<file path="src/rtl/stream_comparator_if.sv">
// Operand/result stream bundle for stream_comparator: producer side, consumer side and statistics.
// The DUT takes the slave modport; the producer/consumer/testbench drives through master.
interface stream_comparator_if #(
    parameter int WIDTH = 8,
    parameter int CNT_W = 8
);
    logic             in_valid;
    logic             in_ready;
    logic [WIDTH-1:0] a;
    logic [WIDTH-1:0] b;
    logic             signed_mode;
    logic             out_valid;
    logic             out_ready;
    logic             e;
    logic             g;
    logic             l;
    logic             clear;
    logic [CNT_W-1:0] eq_count;
    logic [CNT_W-1:0] gt_count;
    logic [CNT_W-1:0] lt_count;

    modport slave (
        input  in_valid, a, b, signed_mode, out_ready, clear,
        output in_ready, out_valid, e, g, l, eq_count, gt_count, lt_count
    );

    modport master (
        output in_valid, a, b, signed_mode, out_ready, clear,
        input  in_ready, out_valid, e, g, l, eq_count, gt_count, lt_count
    );
endinterface

</file>
<file path="src/rtl/stream_comparator.sv">
// Registered signed/unsigned magnitude comparator with valid/ready flow control.
// Define STREAM_CMP_STATS_EN to build the saturating eq/gt/lt result counters and their clear.
module stream_comparator #(
    parameter int WIDTH = 8,
    parameter int CNT_W = 8
) (
    input logic               clk,
    input logic               rst,
    stream_comparator_if.slave bus
);
    logic             out_valid_q, out_valid_d;
    logic             e_q, e_d, g_q, g_d, l_q, l_d;
    logic             accept;
    logic [WIDTH-1:0] sign_mask, a_key, b_key;
    logic             cmp_eq, cmp_lt;

    // The output register is free when empty or being drained this cycle.
    assign bus.in_ready = !rst && (!out_valid_q || bus.out_ready);
    assign accept       = bus.in_valid && bus.in_ready;

    // Flipping the sign bit maps two's-complement order onto unsigned order.
    assign sign_mask = WIDTH'(bus.signed_mode) << (WIDTH - 1);
    assign a_key     = bus.a ^ sign_mask;
    assign b_key     = bus.b ^ sign_mask;
    assign cmp_eq    = (bus.a == bus.b);
    assign cmp_lt    = (a_key < b_key);

    always_comb begin
        out_valid_d = out_valid_q;
        e_d         = e_q;
        g_d         = g_q;
        l_d         = l_q;
        if (accept) begin
            out_valid_d = 1'b1;
            e_d         = cmp_eq;
            l_d         = cmp_lt;
            g_d         = !cmp_eq && !cmp_lt;
        end else if (bus.out_ready) begin
            out_valid_d = 1'b0;
        end
    end

    always_ff @(posedge clk) begin
        if (rst) begin
            out_valid_q <= 1'b0;
            e_q         <= 1'b0;
            g_q         <= 1'b0;
            l_q         <= 1'b0;
        end else begin
            out_valid_q <= out_valid_d;
            e_q         <= e_d;
            g_q         <= g_d;
            l_q         <= l_d;
        end
    end

    assign bus.out_valid = out_valid_q;
    assign bus.e         = e_q;
    assign bus.g         = g_q;
    assign bus.l         = l_q;

`ifdef STREAM_CMP_STATS_EN
    logic [CNT_W-1:0] eq_cnt_q, eq_cnt_d, gt_cnt_q, gt_cnt_d, lt_cnt_q, lt_cnt_d;
    logic [CNT_W-1:0] eq_base, gt_base, lt_base;

    function automatic logic [CNT_W-1:0] sat_inc(input logic [CNT_W-1:0] c);
        return (&c) ? c : c + 1'b1;
    endfunction

    // Clear takes effect before the increment of a coincident accept.
    always_comb begin
        eq_base  = bus.clear ? '0 : eq_cnt_q;
        gt_base  = bus.clear ? '0 : gt_cnt_q;
        lt_base  = bus.clear ? '0 : lt_cnt_q;
        eq_cnt_d = eq_base;
        gt_cnt_d = gt_base;
        lt_cnt_d = lt_base;
        if (accept) begin
            if (cmp_eq)      eq_cnt_d = sat_inc(eq_base);
            else if (cmp_lt) lt_cnt_d = sat_inc(lt_base);
            else             gt_cnt_d = sat_inc(gt_base);
        end
    end

    always_ff @(posedge clk) begin
        if (rst) begin
            eq_cnt_q <= '0;
            gt_cnt_q <= '0;
            lt_cnt_q <= '0;
        end else begin
            eq_cnt_q <= eq_cnt_d;
            gt_cnt_q <= gt_cnt_d;
            lt_cnt_q <= lt_cnt_d;
        end
    end

    assign bus.eq_count = eq_cnt_q;
    assign bus.gt_count = gt_cnt_q;
    assign bus.lt_count = lt_cnt_q;
`else
    logic unused_clear;
    assign unused_clear = bus.clear;
    assign bus.eq_count = '0;
    assign bus.gt_count = '0;
    assign bus.lt_count = '0;
`endif
endmodule

</file>
<file path="src/flat_wrapper.sv">
// flat-port wrapper written by rule: the top's interface ports become plain ports
module stream_comparator_flat 
#(
    parameter int WIDTH = 8,
    parameter int CNT_W = 8
)
  (clk, rst, bus_in_valid, bus_a, bus_b, bus_signed_mode, bus_out_ready, bus_clear, bus_in_ready, bus_out_valid, bus_e, bus_g, bus_l, bus_eq_count, bus_gt_count, bus_lt_count);
  stream_comparator_if #(.WIDTH(WIDTH), .CNT_W(CNT_W)) bus_i ();
  input logic clk;
  input logic rst;
  input wire logic [$bits(bus_i.in_valid)-1:0] bus_in_valid;
  input wire logic [$bits(bus_i.a)-1:0] bus_a;
  input wire logic [$bits(bus_i.b)-1:0] bus_b;
  input wire logic [$bits(bus_i.signed_mode)-1:0] bus_signed_mode;
  input wire logic [$bits(bus_i.out_ready)-1:0] bus_out_ready;
  input wire logic [$bits(bus_i.clear)-1:0] bus_clear;
  output wire logic [$bits(bus_i.in_ready)-1:0] bus_in_ready;
  output wire logic [$bits(bus_i.out_valid)-1:0] bus_out_valid;
  output wire logic [$bits(bus_i.e)-1:0] bus_e;
  output wire logic [$bits(bus_i.g)-1:0] bus_g;
  output wire logic [$bits(bus_i.l)-1:0] bus_l;
  output wire logic [$bits(bus_i.eq_count)-1:0] bus_eq_count;
  output wire logic [$bits(bus_i.gt_count)-1:0] bus_gt_count;
  output wire logic [$bits(bus_i.lt_count)-1:0] bus_lt_count;
  assign bus_i.in_valid = bus_in_valid;
  assign bus_i.a = bus_a;
  assign bus_i.b = bus_b;
  assign bus_i.signed_mode = bus_signed_mode;
  assign bus_i.out_ready = bus_out_ready;
  assign bus_i.clear = bus_clear;
  assign bus_in_ready = bus_i.in_ready;
  assign bus_out_valid = bus_i.out_valid;
  assign bus_e = bus_i.e;
  assign bus_g = bus_i.g;
  assign bus_l = bus_i.l;
  assign bus_eq_count = bus_i.eq_count;
  assign bus_gt_count = bus_i.gt_count;
  assign bus_lt_count = bus_i.lt_count;
  stream_comparator #(.WIDTH(WIDTH), .CNT_W(CNT_W)) u_core (.clk(clk), .rst(rst), .bus(bus_i));
endmodule
</file>
<file path="config.mk">
export PLATFORM = sky130hd
export DESIGN_NAME = stream_comparator_flat
export DESIGN_NICKNAME = d
export VERILOG_FILES = /design/src/rtl/stream_comparator_if.sv /design/src/rtl/stream_comparator.sv /design/src/flat_wrapper.sv
export SDC_FILE = /design/constraint.sdc
export NUM_CORES = 1
export LEC_CHECK = 0
export ABC_AREA = 1
export CAP_MARGIN = 15
export CORE_AREA = 2 2 39 41
export CTS_CLUSTER_SIZE = 8
export DETAILED_ROUTE_END_ITERATION = 16
export DIE_AREA = 0 0 41 43
export DONT_BUFFER_PORTS = 1
export GPL_ROUTABILITY_DRIVEN = 1
export GPL_TIMING_DRIVEN = 0
export SLEW_MARGIN = 10
export SYNTH_ARGS = -nofsm -noshare
export SYNTH_HDL_FRONTEND = slang
export SYNTH_SLANG_ARGS = --single-unit
</file>
<file path="constraint.sdc">
create_clock -name clk -period 2 [get_ports clk]
set_input_delay 0.4 -clock clk [delete_from_list [all_inputs] [get_ports clk]]
set_output_delay 0.4 -clock clk [all_outputs]
set_load 0.05 [all_outputs]
</file>
==> results.json, run 1 <==
{
  "cpLargestDelayFamily": "compound AO/OA/AOI/OAI gates",
  "post_cts_resized": 0,
  "tritoncts": "done",
  "drt_pass1_iterations": 2,
  "worstPathCellList": "a21oi_2",
  "drt-vias-per-instance": 3.71,
  "grt_setup_unrepaired": "no",
  "synth_top_area_cell": "sky130_fd_sc_hd__buf_4",
  "port_buffers": 0,
  "crit_path_max_incr_delay_ps": 620,
  "ctsRootBufferMaster": "sky130_fd_sc_hd__clkbuf_4",
  "std_cell_rows": 14,
  "routed-via-count": 494,
  "maximum_number_of_pins_on_one_net_before_global_route_repair": 6,
  "io-pin-count": 51,
  "leading_cell_types_in_the_layout_fill_and_taps_excluded": "sky130_fd_sc_hd__buf_4 (24), sky130_fd_sc_hd__conb_1 (24), sky130_fd_sc_hd__nand2_1 (17)",
  "ir_drop_worst_case_vdd_v": 0.000250,
  "setup.worst_path.start_class": "flop",
  "gr-usage-met3": 0.0314,
  "drv_slew": 0,
  "cts_max_path_buffers": 2,
  "drc": 0,
  "yosys_register_bits": 4,
  "timing.critical_path.fanout_max": 3,
  "die-area_um2": 1760,
  "maxCapViolCount": 0,
  "holdCritPathClass": "in -> reg",
  "final.min_clock_period_ps": 1730,
  "cpMaxStageDelayCell": "sky130_fd_sc_hd__a21oi_2",
  "clock_latency_ps": 230,
  "grt_pass1_wl_mm": 1.39,
  "diodes": 0,
  "grt_pass1_vias": 410,
  "antenna_found_initial": 0,
  "drt_iter0_drc": 1,
  "wl_per_cell_um": 6.65,
  "syn-cell-area_um2": 597,
  "syn2layout_area_growth_pct": 21.6,
  "final_util": 0.524,
  "tightestPinTransition_ps": 667,
  "grt_busiest_layer": "met2",
  "drive_above_1_share": 0.308,
  "die_width_um": 41,
  "detailedPlacementHpwl_um": 844,
  "worstPathArrival_ps": 1330,
  "routed_wirelength_um": 885,
  "drtAntennaViolNets": 0,
  "finalNetCount": 148,
  "static-leakage-power_uw": 0.000484,
  "netlist_instances": 91,
  "worst_slew_margin": 0.555,
  "final_replace_weighted_congestion": 0.611,
  "power_density_nw_per_um2": 560,
  "gr-usage-all-layers": 0.110,
  "global_route.usage.met1": 0.115,
  "core_area_um2": 1380,
  "netlist_top_cells_area": "sky130_fd_sc_hd__buf_4 (30%), sky130_fd_sc_hd__ha_1 (15%), sky130_fd_sc_hd__dfxtp_1 (13%), sky130_fd_sc_hd__nand2_1 (11%), sky130_fd_sc_hd__inv_1 (10%)",
  "final-hold-violation-count": 0,
  "critPathKind": "reg -> out",
  "initial_core_utilization": 0.431,
  "max_freq_mhz": 579,
  "finClkSkew_ps": 0.387,
  "count_of_filler_cells_inserted_in_the_layout": 147,
  "outcome": "finished, final reports clean",
  "path_buf_inv": 0,
  "clock_pin_transition_on_the_worst_setup_and_hold_timing_paths_ps": 30,
  "tritoncts.num_buffers": 3,
  "cts_max_level": 1,
  "fin_hold_ws_ps": 230,
  "ys_types": 14,
  "critPathCaptureType": "primary output",
  "synthesis.area_per_instance_um2": 6.56,
  "synth_seq_area_share": 0.134,
  "hold_buffer_count_at_cts": 0,
  "die_h_um": 43,
  "cts_setup_buffers": 0,
  "finalSetupViolations": 0,
  "groute.layer.met2.usage": 0.194,
  "clock-sinks": 4,
  "grt_overflow": 0,
  "post-route-period-util": 0.864,
  "sum_of_negative_setup_slack_ps": 0,
  "synth-warning-count": 0,
  "synth.top_cell.area_share": 0.302,
  "worstPathRequired_ps": 1600
}
==> Yosys cell counts, drive strengths merged <==
library cell  count
inv              17
buf              24
a21oi             6
nand2            21
nand3             5
dfxtp             4
o21ai             1
conb              1
ha                7
nor2              5
==> layout make-up <==
class                      count  area (um^2)  area share
buffer                        24          180       0.248
inverter                      17         63.8      0.0879
sequential                     4         80.1       0.110
clock buffer                   3         22.5      0.0310
multi-input combinational     69          359       0.495
tap                           16         20.0      0.0276
==> logic make-up after synthesis <==
kind of cell    share of synthesized area
compound gates                     0.0776
simple gates                        0.226
flops                               0.134
buf+inv                             0.409
other cells                       0.00628
fa+ha+maj                           0.147
==> through the flow <==
| stage | cell area (um^2) | setup WS, ps | std cells | total power (uW) |
|---|---|---|---|---|
| floorplan | 683 | 371 | 114 | 303 |
| global placement | 703 | 299 | 130 | 311 |
| detailed placement | 703 | 288 | 130 | 313 |
| CTS | 726 | 262 | 133 | 410 |
| global route | 726 | 174 | 133 | 438 |
| finish | 726 | 272 | 133 | 407 |
==> metal layers <==
layer	vias up	routed length [um]
li1	278	-
met1	186	331
met2	30	441
met3	0	112
met4	0	0
met5	-	0
==> registers in the layout, indices dropped and copies added (netlist names) <==
| signal | count |
|---|---|
| u_core.bus.l | 1 |
| u_core.bus.g | 1 |
| u_core.bus.e | 1 |
| u_core.bus.out_valid | 1 |
==> worst paths after layout <==
path                   startpoint            to  slack, ps  cells after the start
max          u_core.bus.out_valid  bus_in_ready        270                      1
min                           rst  u_core.bus.g        230                      1
max reg2reg  u_core.bus.out_valid  u_core.bus.g        290                      5
min reg2reg          u_core.bus.e  u_core.bus.e        710                      2
==> report_power, final <==
group | internal (uW) | switching, uW
combinational | 57.4 | 142
clock | 66.8 | 27.7
sequential | 86.7 | 26.3
total | 211 | 196
Power figures use the tool's default switching activity.
==> run 2, diff against run 1 <==
--- a/config.mk
+++ b/config.mk
@@ -18,3 +18,4 @@
 export SYNTH_ARGS = -nofsm -noshare
 export SYNTH_HDL_FRONTEND = slang
 export SYNTH_SLANG_ARGS = --single-unit
+export TNS_END_PERCENT = 30
==> results of run 2 <==
Same layout as run 1: the final DEF is identical, and so are final timing and power.
==> patch, RTL diff (settings of run 1) <==
`CNT_W` is set to 8 in 3 places; all go to 6.
--- a/src/rtl/stream_comparator_if.sv
+++ b/src/rtl/stream_comparator_if.sv
@@ -3,5 +3,5 @@
 interface stream_comparator_if #(
     parameter int WIDTH = 8,
-    parameter int CNT_W = 8
+    parameter int CNT_W = 6
 );
     logic             in_valid;
--- a/src/rtl/stream_comparator.sv
+++ b/src/rtl/stream_comparator.sv
@@ -3,5 +3,5 @@
 module stream_comparator #(
     parameter int WIDTH = 8,
-    parameter int CNT_W = 8
+    parameter int CNT_W = 6
 ) (
     input logic               clk,
--- a/src/flat_wrapper.sv
+++ b/src/flat_wrapper.sv
@@ -3,5 +3,5 @@
 #(
     parameter int WIDTH = 8,
-    parameter int CNT_W = 8
+    parameter int CNT_W = 6
 )
   (clk, rst, bus_in_valid, bus_a, bus_b, bus_signed_mode, bus_out_ready, bus_clear, bus_in_ready, bus_out_valid, bus_e, bus_g, bus_l, bus_eq_count, bus_gt_count, bus_lt_count);
Interface: changed (resized bus_eq_count, bus_gt_count and bus_lt_count); port bits go from 51 to 45. The function was not compared with the original's and may differ.
==> patch against run 1 <==
Sequential cell count did not move; hold slack got worse by 1.8 ps; wire length fell by 5.4%; combinational power fell by 17%; critical path depth did not move; die area did not move; critical endpoint unchanged; clock power rose by 4.7%; worst setup slack got worse by 16 ps; largest cell class unchanged; total power fell by 7.3%; synthesized area fell by 7.5%; register-to-register slack got worse by 20 ps; count of clock-buffer cells in the layout did not move; design area fell by 9.3%.
==> patch: results (changes against run 1) <==
- Outcome: finished, final reports clean
- Lkg Pwr: 0.432 nW (-11%)
- Slew at the pin closest to its max-slew limit: 673 ps (+6.35 ps)
- Most frequent cells after synthesis: sky130_fd_sc_hd__buf_4 (18), sky130_fd_sc_hd__nand2_1 (17), sky130_fd_sc_hd__inv_1 (16)
- Cell internal pwr: 0.203 mW (-3.7%)
- Insertion delay of the later-clocked pin in the worst-skew pair: between 200 and 250 ps
- Peak supply drop: 0.368 mV (+47%)
- Routed len/inst: 6.92 um (+4.0%)
- Number of iterations in the first detailed-routing pass: 2 (unchanged)
- Total clock buffers created by CTS: 3 (unchanged)
- Area after DPL: 636 sq um (-9.6%)
- Final clock skew: 4.31 ps (+3.93 ps)
- Number of global-route vias before repair: 376 (-8.3%)
- Wire length of the first global-routing pass: 1.30 mm (-6.9%)
- R2r setup slk: 270 ps (-20 ps)
- Via-per-instance ratio: 3.80 (+2.4%)
- Number of buffers on the longest clock path: 2 (unchanged)
- Data arrival time of the critical path: approximately 1300 ps
- Post-synthesis cell type count: 14 (unchanged)
- Final weighted congestion in routability-driven placement: 0.667 (+9.2%)
- Post-detail-place hpwl: 779 um (-7.7%)
- Cell at the root of the clock tree: sky130_fd_sc_hd__clkbuf_4
- Number of instances resized during post-cts repair: 0 (unchanged)
- Antenna violations before repair: 0 (unchanged)
- Cell taking the most area after synthesis: sky130_fd_sc_hd__buf_4
- Depth of the CTS H-tree: 1 (unchanged)
- Yosys warnings: 0 (unchanged)
- Net count of the finished layout: 136 (-8.1%)
- Share of cells above drive strength 1: 28.6% (-2.2 points)
- Maximum number of pins on one net before global-route repair: 6 (unchanged)
- Cell types occupying the most area after synthesis: sky130_fd_sc_hd__buf_4 (24%), sky130_fd_sc_hd__ha_1 (16%), sky130_fd_sc_hd__dfxtp_1 (15%)
- Most common flop cell mapped by yosys: sky130_fd_sc_hd__dfxtp_1
- Fill cells: 155 (+5.4%)
- Overall routing resource usage: 10.9% (-0.089 points)
- Sequential area share after synthesis: 14.5% (+1.1 points)
[patch: cell type report]
type	count	share of cell area [%]
tap	16	3.04
clock buffer	3	3.42
inverter	17	9.70
buffer	18	20.5
sequential	4	12.2
multi-input combinational	63	51.1
[patch: metal layers]
layer	vias to the layer above	wire (um)	GRT usage, %
met5	-	0	0
met3	0	103	7.85
li1	262	-	-
met1	176	301	9.94
met2	22	431	18.8
met4	0	0	2.00
[patch: power groups by stage]
stage	Combinational, mW	Clock (mW)	Sequential, mW
floorplan	0.156	0	0.113
global placement	0.162	0	0.115
detailed placement	0.165	0	0.115
CTS	0.165	0.104	0.114
global route	0.181	0.114	0.114
finish	0.165	0.0989	0.113
[patch: kinds of logic after synthesis]
group | after synthesis | share of synthesized area [%]
compound gates | 7 | 8.39
fa+ha+maj | 7 | 15.9
buf+inv | 35 | 36.1
flops | 4 | 14.5
other cells | 1 | 0.680
simple gates | 31 | 24.5
[patch: how the worst min path moves through the flow]
stage	from	end	slack (ps)
6_report	rst	u_core.bus.g$_SDFFE_PP0P_	230
5_1_grt	rst	u_core.bus.g$_SDFFE_PP0P_	210
4_1_cts	rst	u_core.bus.g$_SDFFE_PP0P_	220
3_5_place_dp	rst	u_core.bus.g$_SDFFE_PP0P_	470
3_3_place_gp	rst	u_core.bus.g$_SDFFE_PP0P_	470
2_1_floorplan	rst	u_core.bus.g$_SDFFE_PP0P_	460
[patch: stage by stage]
stage	power [mW]	util, %	cells	hold WS [ps]	setup WS, ps
after global routing	0.409	47.6	121	207	211
after CTS	0.382	47.6	121	221	251
after floorplan	0.270	-	102	462	371
after detailed placement	0.279	45.9	118	467	285
after global placement	0.277	45.9	118	465	295
final	0.377	47.6	121	228	256
